File: src/rtl/instruction_fetch_if.sv
// Fetch-to-memory and fetch-to-decode signal bundle.
// master = fetch unit, slave = memory/decoder/control side.
interface instruction_fetch_if;
    logic [7:0] pccounter;
    logic [7:0] saidaInstrucao;
    logic [7:0] instr_out;
    logic [7:0] instr_pc;
    logic       instr_valid;
    logic       instr_ready;
    logic       redirect_valid;
    logic [7:0] redirect_pc;
    logic       halt_req;
    logic       halted;

    modport master (
        output pccounter,
        output instr_out,
        output instr_pc,
        output instr_valid,
        output halted,
        input  saidaInstrucao,
        input  instr_ready,
        input  redirect_valid,
        input  redirect_pc,
        input  halt_req
    );

    modport slave (
        input  pccounter,
        input  instr_out,
        input  instr_pc,
        input  instr_valid,
        input  halted,
        output saidaInstrucao,
        output instr_ready,
        output redirect_valid,
        output redirect_pc,
        output halt_req
    );
endinterface

File: src/rtl/instruction_fetch.sv
// PC owner feeding a 1-cycle-latency instruction memory to the decoder.
// Optional IFETCH_WRAP_HALT_EN: halt after issuing from PC 8'hFF.
module instruction_fetch #(
    parameter logic [7:0] RESET_PC = 8'h00
) (
    input logic          clock,
    input logic          reset,
    instruction_fetch_if.master bus
);
    typedef enum logic [1:0] {
        IDLE,
        FETCH,
        HALTED
    } state_t;

    state_t     state_q;
    state_t     state_d;
    logic [7:0] pc_q;
    logic [7:0] pend_pc_q;
    logic       pend_valid_q;
    logic [7:0] out_q;
    logic [7:0] out_pc_q;
    logic       out_valid_q;
    logic       halted_c;

    logic accept;
    logic issue;
    logic replay;
    logic wrap;

    assign accept = pend_valid_q && !bus.redirect_valid
                 && (!out_valid_q || bus.instr_ready);

    assign issue = (state_q == FETCH) && !bus.redirect_valid
                && !bus.halt_req && (!pend_valid_q || accept);

    assign replay = pend_valid_q && !accept && !bus.redirect_valid;

`ifdef IFETCH_WRAP_HALT_EN
    assign wrap = issue && (pc_q == 8'hFF);
`else
    assign wrap = 1'b0;
`endif

    always_ff @(posedge clock) begin
        if (reset) begin
            state_q <= IDLE;
        end else begin
            state_q <= state_d;
        end
    end

    always_comb begin
        state_d = state_q;
        unique case (state_q)
            IDLE:    state_d = FETCH;
            FETCH:   if (bus.halt_req || wrap) state_d = HALTED;
            HALTED:  state_d = HALTED;
            default: state_d = IDLE;
        endcase
        if (bus.redirect_valid) state_d = FETCH;
    end

    always_comb begin
        halted_c = (state_q == HALTED);
    end

    // Datapath: redirect flushes everything younger than the new PC.
    always_ff @(posedge clock) begin
        if (reset) begin
            pc_q         <= RESET_PC;
            pend_pc_q    <= 8'h00;
            pend_valid_q <= 1'b0;
            out_q        <= 8'h00;
            out_pc_q     <= 8'h00;
            out_valid_q  <= 1'b0;
        end else if (bus.redirect_valid) begin
            pc_q         <= bus.redirect_pc;
            pend_valid_q <= 1'b0;
            out_valid_q  <= 1'b0;
        end else begin
            if (accept) begin
                out_q       <= bus.saidaInstrucao;
                out_pc_q    <= pend_pc_q;
                out_valid_q <= 1'b1;
            end else if (out_valid_q && bus.instr_ready) begin
                out_valid_q <= 1'b0;
            end
            // A stalled read is dropped and re-issued from pend_pc.
            if (issue) begin
                pend_pc_q    <= pc_q;
                pc_q         <= pc_q + 8'd1;
                pend_valid_q <= 1'b1;
            end else if (replay) begin
                pc_q         <= pend_pc_q;
                pend_valid_q <= 1'b0;
            end else begin
                pend_valid_q <= 1'b0;
            end
        end
    end

    assign bus.pccounter   = pc_q;
    assign bus.instr_out   = out_q;
    assign bus.instr_pc    = out_pc_q;
    assign bus.instr_valid = out_valid_q;
    assign bus.halted      = halted_c;
endmodule

File: src/flat_wrapper.sv
// flat-port wrapper written by rule: the top's interface ports become plain ports
module instruction_fetch_flat 
#(
    parameter logic [7:0] RESET_PC = 8'h00
)
  (clock, reset, bus_pccounter, bus_instr_out, bus_instr_pc, bus_instr_valid, bus_halted, bus_saidaInstrucao, bus_instr_ready, bus_redirect_valid, bus_redirect_pc, bus_halt_req);
  instruction_fetch_if bus_i ();
  input logic clock;
  input logic reset;
  output wire logic [$bits(bus_i.pccounter)-1:0] bus_pccounter;
  output wire logic [$bits(bus_i.instr_out)-1:0] bus_instr_out;
  output wire logic [$bits(bus_i.instr_pc)-1:0] bus_instr_pc;
  output wire logic [$bits(bus_i.instr_valid)-1:0] bus_instr_valid;
  output wire logic [$bits(bus_i.halted)-1:0] bus_halted;
  input wire logic [$bits(bus_i.saidaInstrucao)-1:0] bus_saidaInstrucao;
  input wire logic [$bits(bus_i.instr_ready)-1:0] bus_instr_ready;
  input wire logic [$bits(bus_i.redirect_valid)-1:0] bus_redirect_valid;
  input wire logic [$bits(bus_i.redirect_pc)-1:0] bus_redirect_pc;
  input wire logic [$bits(bus_i.halt_req)-1:0] bus_halt_req;
  assign bus_pccounter = bus_i.pccounter;
  assign bus_instr_out = bus_i.instr_out;
  assign bus_instr_pc = bus_i.instr_pc;
  assign bus_instr_valid = bus_i.instr_valid;
  assign bus_halted = bus_i.halted;
  assign bus_i.saidaInstrucao = bus_saidaInstrucao;
  assign bus_i.instr_ready = bus_instr_ready;
  assign bus_i.redirect_valid = bus_redirect_valid;
  assign bus_i.redirect_pc = bus_redirect_pc;
  assign bus_i.halt_req = bus_halt_req;
  instruction_fetch #(.RESET_PC(RESET_PC)) u_core (.clock(clock), .reset(reset), .bus(bus_i));
endmodule
File: config.mk
export PLATFORM = sky130hd
export DESIGN_NAME = instruction_fetch_flat
export DESIGN_NICKNAME = d
export VERILOG_FILES = /design/src/rtl/instruction_fetch_if.sv /design/src/rtl/instruction_fetch.sv /design/src/flat_wrapper.sv
export SDC_FILE = /design/constraint.sdc
export NUM_CORES = 1
export LEC_CHECK = 0
export CAP_MARGIN = 10
export CORE_ASPECT_RATIO = 0.5
export CORE_MARGIN = 4
export CORE_UTILIZATION = 50
export DETAILED_ROUTE_END_ITERATION = 10
export GPL_TIMING_DRIVEN = 0
export PLACE_DENSITY = 0.81
export SYNTH_ARGS = -nofsm -noshare
export SYNTH_HDL_FRONTEND = slang
export SYNTH_SLANG_ARGS = --single-unit
File: constraint.sdc
create_clock -name clock -period 3 [get_ports clock]
set_input_delay 0.6 -clock clock [delete_from_list [all_inputs] [get_ports clock]]
set_output_delay 0.6 -clock clock [all_outputs]
set_load 0.03 [all_outputs]
==> impl_metrics.csv, run 1 <==
group,metric,value,unit
setup_path,cp.required,2.40,ns
pwr,p_leak,0.786,nW
logic_synthesis,async_flop_share,0,%
floorplanning,initial_utilization,53.6,%
sta,final_max_slew_viol_count,0,
setup_path,cp_max_fo,3,
clock_tree,cts_tree,"built",
route,via_per_inst,5.47,
pwr,p_total,1.08,mW
sta,fmax,473,MHz
setup_path,crit_type,"register to primary output",
global_routing,grt_pass1_wl,6630,µm
logic_synthesis,syn_area,1650,µm²
logic_synthesis,synth_edf_count,0,
clock_tree,cts-root-buf,"clkbuf_8",
pwr,p_sw_share,24.7,%
clock_tree,clock_sinks,36,
clock_tree,htreeDepth,2,
floorplanning,pin_count,47,
route,drt_wl_total,4070,µm
global_routing,grt-ovfl-total,0,
floorplanning,die_h,48.7,µm
floorplanning,die-area,4350,µm²
placed_design,hpwlAfterDp,3100,µm
setup_path,reg2reg_from,"u_core.state_q[1]$_SDFFE_PP0P_",
global_routing,grt_antenna_before_repair,0,
placed_design,place_congestion,0.895,
pwr,internal_power,0.811,mW
min_path,hold_class,"register to register",
logic_synthesis,ys_seq_area_share,43.6,%
sta,slew_headroom,54.8,%
clock_tree,postCtsResizedCells,0,
clock_tree,clk_pin_slew,0.07,ns
route,drtIter0Drc,77,
floorplanning,row_count,14,
finish,area_growth,36.2,%
finish,drive_above_1_share,8.23,%
route,ant_nets,0,
flow_run,drv_cap,0,
global_routing,grt_max_degree,12,
sta,rsz0062_at_grt,"false",
sta,clock_skew,0.00285,ns
logic_synthesis,avgSynthCellArea,8.65,µm²
logic_synthesis,yosysUniqueCellTypes,37,
sta,setup_violations,0,
finish,antenna_cells,0,
clock_tree,clk_latency,0.28,ns
clock_tree,postCtsSetupRepairBufs,0,
logic_synthesis,syn_nets,216,
sta,finalCritPeriodShare,70.5,%
outcome,status,"finished, final reports clean",
global_routing,grt_pass1_vias,1504,
logic_synthesis,yosysWarnings,0,
sta,setup_tns,0,ns
logic_synthesis,syn_inst,191,
pwr,p_sw,0.266,mW
setup_path,end_kind,"primary output",
route,remaining_drc_errors,0,
min_path,min-delay-start,"u_core.bus.instr_pc[6]$_SDFFE_PP0P_",
placed_design,port_buffers,44,
floorplanning,die_w,89.3,µm
route,vias,1548,
pwr,peakVddDrop,0.000276,V
finish,layout.nets,267,
setup_path,startpoint_type,"register",
logic_synthesis,synth-seq-cells,36,
pwr,clkPwrFrac,38.6,%
sta,finalHoldViolCount,0,
setup_path,worst_ep_arrival_time,1.51,ns
clock_tree,max-clock-path-buffers,2,
clock_tree,cts_made_buffers,5,
route,dr.pass1.iters,4,
setup_path,startpoint,"u_core.state_q[0]$_SDFFE_PP0P_",
floorplanning,core_area,3080,µm²
global_routing,grtUsageTotal,19.3,%
pwr,powerDensity,479,nW/µm²
sta,worst_pin_slew,0.673,ns
logic_synthesis,synthFlopType,"dfxtp_1",
pwr,p_comb_share,14.2,%
sta,min_period,2.11,ns
pwr,p_seq_share,47.3,%
clock_tree,cts_hold_buf,0,
route,avgRoutedWirePerCell,14.4,µm
-- power groups by stage --
stage               combinational, mW  sequential [mW]  clock [mW]
global route                    0.165            0.511       0.447
finish                          0.152            0.509       0.415
global placement                0.148            0.519           0
CTS                             0.152            0.509       0.423
floorplan                      0.0731            0.534           0
detailed placement              0.151            0.520           0
-- worst max-delay path, cell delays in order (launching register included) --
cell             delay (ns)
dfxtp_1                0.33
inv_1                  0.08
ha_1                   0.15
clkdlybuf4s50_1        0.67
-- layout make-up --
type / count / area, µm²
clock inverters: 2 / 35.0
plain buffers: 12 / 87.6
inverters: 4 / 15.0
flip-flops and latches: 36 / 721
fillers: 243 / 832
well taps: 40 / 50.0
repair buffers: 44 / 440
multi-input cells: 139 / 830
clock buffers: 6 / 72.6
-- synth_stat cells (all sizes together) (4+ instances only) --
master / number / area, µm²
a211oi: 5 / 47.5
a21oi: 23 / 115
buf: 7 / 68.8
clkbuf: 5 / 18.8
dfxtp: 36 / 721
ha: 4 / 50.1
inv: 4 / 15.0
mux2i: 9 / 90.1
nand2: 39 / 146
nand3: 7 / 35.0
nor2: 15 / 56.3
-- cell usage in the layout, fill, tap and decap left out, types with 5 or more instances in the layout --
cell,Yosys,routed
clkdlybuf4s50_1,0,44
nand2_1,39,39
dfxtp_1,36,36
a21oi_1,23,23
nor2_1,15,15
mux2i_1,9,9
nand3_1,7,7
clkbuf_1,5,6
buf_6,5,5
clkbuf_8,0,5
-- routing by layer --
layer  share of wire (%)  vias up  track usage (%)
li1                    -      770                -
met1                  46      714             25.4
met2                  46       59             30.3
met3                 6.8        5             5.42
met4                 1.1        0             6.68
met5                   0        -                0
-- state kept, by name, indices dropped and copies added, names as in the netlist --
signal	flops
u_core.bus.instr_out	8
u_core.bus.instr_pc	8
u_core.bus.instr_valid	1
u_core.bus.pccounter	8
u_core.pend_pc_q	8
u_core.pend_valid_q	1
u_core.state_q	2
-- per-stage QoR --
step | utilization (%) | hold WS [ns] | std cells | setup WS (ns) | instance area [µm²]
6_report | 73.0 | 0.453 | 283 | 0.885 | 2250
5_1_grt | 73.0 | 0.480 | 283 | 0.817 | 2250
4_1_cts | 73.0 | 0.457 | 283 | 0.875 | 2250
3_5_place_dp | 69.5 | 0.447 | 275 | 0.662 | 2140
3_3_place_gp | 69.5 | 0.441 | 275 | 0.675 | 2140
2_1_floorplan | - | 0.440 | 191 | 1.27 | 1650
-- cell families after synthesis --
| kind of cell | Yosys count | share of synthesized area (%) |
|---|---|---|
| simple gates | 77 | 22.3 |
| compound gates | 46 | 17.9 |
| flops | 36 | 43.6 |
| buf+inv | 16 | 6.21 |
| mux | 9 | 5.45 |
| fa+ha+maj | 4 | 3.03 |
| xor+xnor | 3 | 1.59 |
-- path summary, 6_finish.rpt --
| kind | endpoint | slack [ns] | cells past startpoint |
|---|---|---|---|
| max reg2reg | u_core.bus.pccounter[5]$_SDFFE_PP0P_ | 1.13 | 7 |
| min | u_core.bus.instr_pc[6]$_SDFFE_PP0P_ | 0.45 | 2 |
| max | bus_halted | 0.89 | 3 |
| min reg2reg | u_core.bus.instr_pc[6]$_SDFFE_PP0P_ | 0.45 | 2 |
Power figures use the tool's default switching activity.
==> inputs of run 2 (changes only) <==
--- a/config.mk
+++ b/config.mk
@@ -8,10 +8,10 @@
 export CAP_MARGIN = 10
 export CORE_ASPECT_RATIO = 0.5
 export CORE_MARGIN = 4
-export CORE_UTILIZATION = 50
+export CORE_UTILIZATION = 47
 export DETAILED_ROUTE_END_ITERATION = 10
 export GPL_TIMING_DRIVEN = 0
-export PLACE_DENSITY = 0.81
+export PLACE_DENSITY = 0.77
 export SYNTH_ARGS = -nofsm -noshare
 export SYNTH_HDL_FRONTEND = slang
 export SYNTH_SLANG_ARGS = --single-unit
==> constraint.sdc (replaced) <==
create_clock -name clock -period 1.99 [get_ports clock]
set_input_delay 0.398 -clock clock [delete_from_list [all_inputs] [get_ports clock]]
set_output_delay 0.398 -clock clock [all_outputs]
set_load 0.03 [all_outputs]
==> impl_metrics.csv, run 2 (synthesized netlist as in run 1, its figures left out) <==
group,metric,value,unit
global_routing,grt_antenna_before_repair,0,
sta,setup_violations,0,
sta,slew_headroom,63.4,%
global_routing,grt_pass1_vias,1495,
route,dr.pass1.iters,4,
setup_path,startpoint_type,"register",
flow_run,drv_cap,0,
placed_design,port_buffers,44,
placed_design,dp_slack,-0.226,ns
pwr,powerDensity,679,nW/µm²
floorplanning,die_w,91.9,µm
finish,final_cell_mix,"clkdlybuf4s50_1, nand2_1, dfxtp_1, a21oi_1, nor2_1",
clock_tree,cts_hold_buf,0,
route,drt_wl_total,4100,µm
sta,fmax,521,MHz
global_routing,grtUsageTotal,18.9,%
placed_design,dpl_cell_area,2150,µm²
setup_path,crit_slowest_cell,"clkdlybuf4s50_1",
clock_tree,clk_latency,0.28,ns
finish,area_growth,36.0,%
clock_tree,cts-root-buf,"clkbuf_8",
clock_tree,clk_pin_slew,0.07,ns
finish,final_common_cell,"clkdlybuf4s50_1",
sta,finalHoldViolCount,0,
sta,finalCritPeriodShare,96.5,%
sta,worst_slack,0.0688,ns
floorplanning,pin_count,47,
finish,drive_above_1_share,8.23,%
setup_path,cp.required,1.59,ns
sta,worst_pin_slew,0.548,ns
floorplanning,die-area,4590,µm²
global_routing,grt_max_degree,11,
finish,antenna_cells,0,
pwr,peakVddDrop,0.000389,V
setup_path,path_cells,"inv_1 -> ha_1 -> clkdlybuf4s50_1",
route,drtIter0Drc,64,
finish,stdcell_count,291,
finish,layout.nets,267,
global_routing,grt_pass1_wl,6820,µm
finish,fillers,273,
floorplanning,initial_utilization,51.8,%
route,vias,1554,
route,remaining_drc_errors,0,
finish,regArea,721,µm²
sta,rsz0062_at_grt,"false",
global_routing,grt-ovfl-total,0,
finish,multi_input_area,835,µm²
setup_path,cpPeakStageDelay,0.67,ns
clock_tree,cts_tree,"built",
floorplanning,core_area,3190,µm²
setup_path,crit_type,"register to primary output",
sta,clock_skew,0.00690,ns
pwr,p_total,1.53,mW
clock_tree,clock_sinks,36,
floorplanning,row_count,14,
finish,final_area,2250,µm²
finish,fin_util,70.5,%
setup_path,reg2reg_from,"u_core.state_q[1]$_SDFFE_PP0P_",
placed_design,place_congestion,0.893,
clock_tree,htreeDepth,2,
clock_tree,max-clock-path-buffers,2,
route,ant_nets,0,
clock_tree,postCtsSetupRepairBufs,0,
sta,min_period,1.92,ns
route,via_per_inst,5.34,
pwr,p_leak,0.777,nW
min_path,whs_path_depth,2,
outcome,status,"finished, final reports clean",
sta,final_max_slew_viol_count,0,
setup_path,r2r_cells,6,
floorplanning,die_h,49.9,µm
min_path,hold_class,"input port to register",
placed_design,dpl.cell_count,283,
setup_path,worst_ep_arrival_time,1.52,ns
setup_path,startpoint,"u_core.state_q[0]$_SDFFE_PP0P_",
setup_path,cp_max_fo,3,
min_path,min-delay-start,"reset",
route,avgRoutedWirePerCell,14.1,µm
placed_design,hpwlAfterDp,3110,µm
setup_path,end_kind,"primary output",
clock_tree,cts_made_buffers,5,
run 2: changes by cell type in the layout (fill, tap and decap cells not counted):
| cell | delta |
|---|---|
| bufinv_16 | -1 |
| clkbuf_1 | +1 |
| clkbuf_8 | +1 |
| clkinv_2 | -1 |
| nor3_1 | -1 |
| nor3_2 | +1 |
run 2: path summary, 6_finish.rpt:
| path | slack (ns) | to |
|---|---|---|
| worst max register to register | 0.15 | u_core.bus.pccounter[5]$_SDFFE_PP0P_ |
| worst min register to register | 0.45 | u_core.bus.instr_out[5]$_SDFFE_PP0P_ |
| worst min-delay path | 0.31 | u_core.bus.pccounter[7]$_SDFFE_PP0P_ |
| worst max-delay path | 0.07 | bus_halted |
run 2: repair_timing:
item | in CTS | in global routing
hold endpoints to repair | 0 | 0
resized for setup | 0 | 1
endpoints found under the setup margin | 0 | 6
run 2: layout make-up:
cell class / count / area share, %
Buffer: 12 / 3.90
Clock buffer: 8 / 4.01
Inverter: 4 / 0.668
Multi-Input combinational cell: 139 / 37.1
Sequential cell: 36 / 32.1
Tap cell: 48 / 2.67
Timing Repair Buffer: 44 / 19.6
run 2: worst max-delay path, delay by kind of cell, from the launching register on:
kind | cells | cell delay [ns]
DFF | 1 | 0.33
buffers and inverters | 2 | 0.75
adders and majority gates | 1 | 0.16
run 2: metrics by stage:
| step | setup TNS, ns | hold slack [ns] |
|---|---|---|
| finish | 0 | 0.313 |
| global route | 0 | 0.303 |
| CTS | 0 | 0.302 |
| detailed placement | -2.24 | 0.447 |
| global placement | -1.50 | 0.441 |
| floorplan | 0 | 0.440 |
run 2: where the power goes:
part | switching (mW) | internal, mW
Sequential | 0.0263 | 0.741
Combinational | 0.120 | 0.111
Clock | 0.246 | 0.282
run 2: per-layer routing:
| metal | GRT usage (%) | wire [µm] | share of wire [%] |
|---|---|---|---|
| met2 | 29.3 | 1770 | 43 |
| met5 | 0 | 0 | 0 |
| met1 | 24.7 | 1960 | 48 |
| met3 | 5.93 | 315 | 7.7 |
| met4 | 6.65 | 56 | 1.4 |
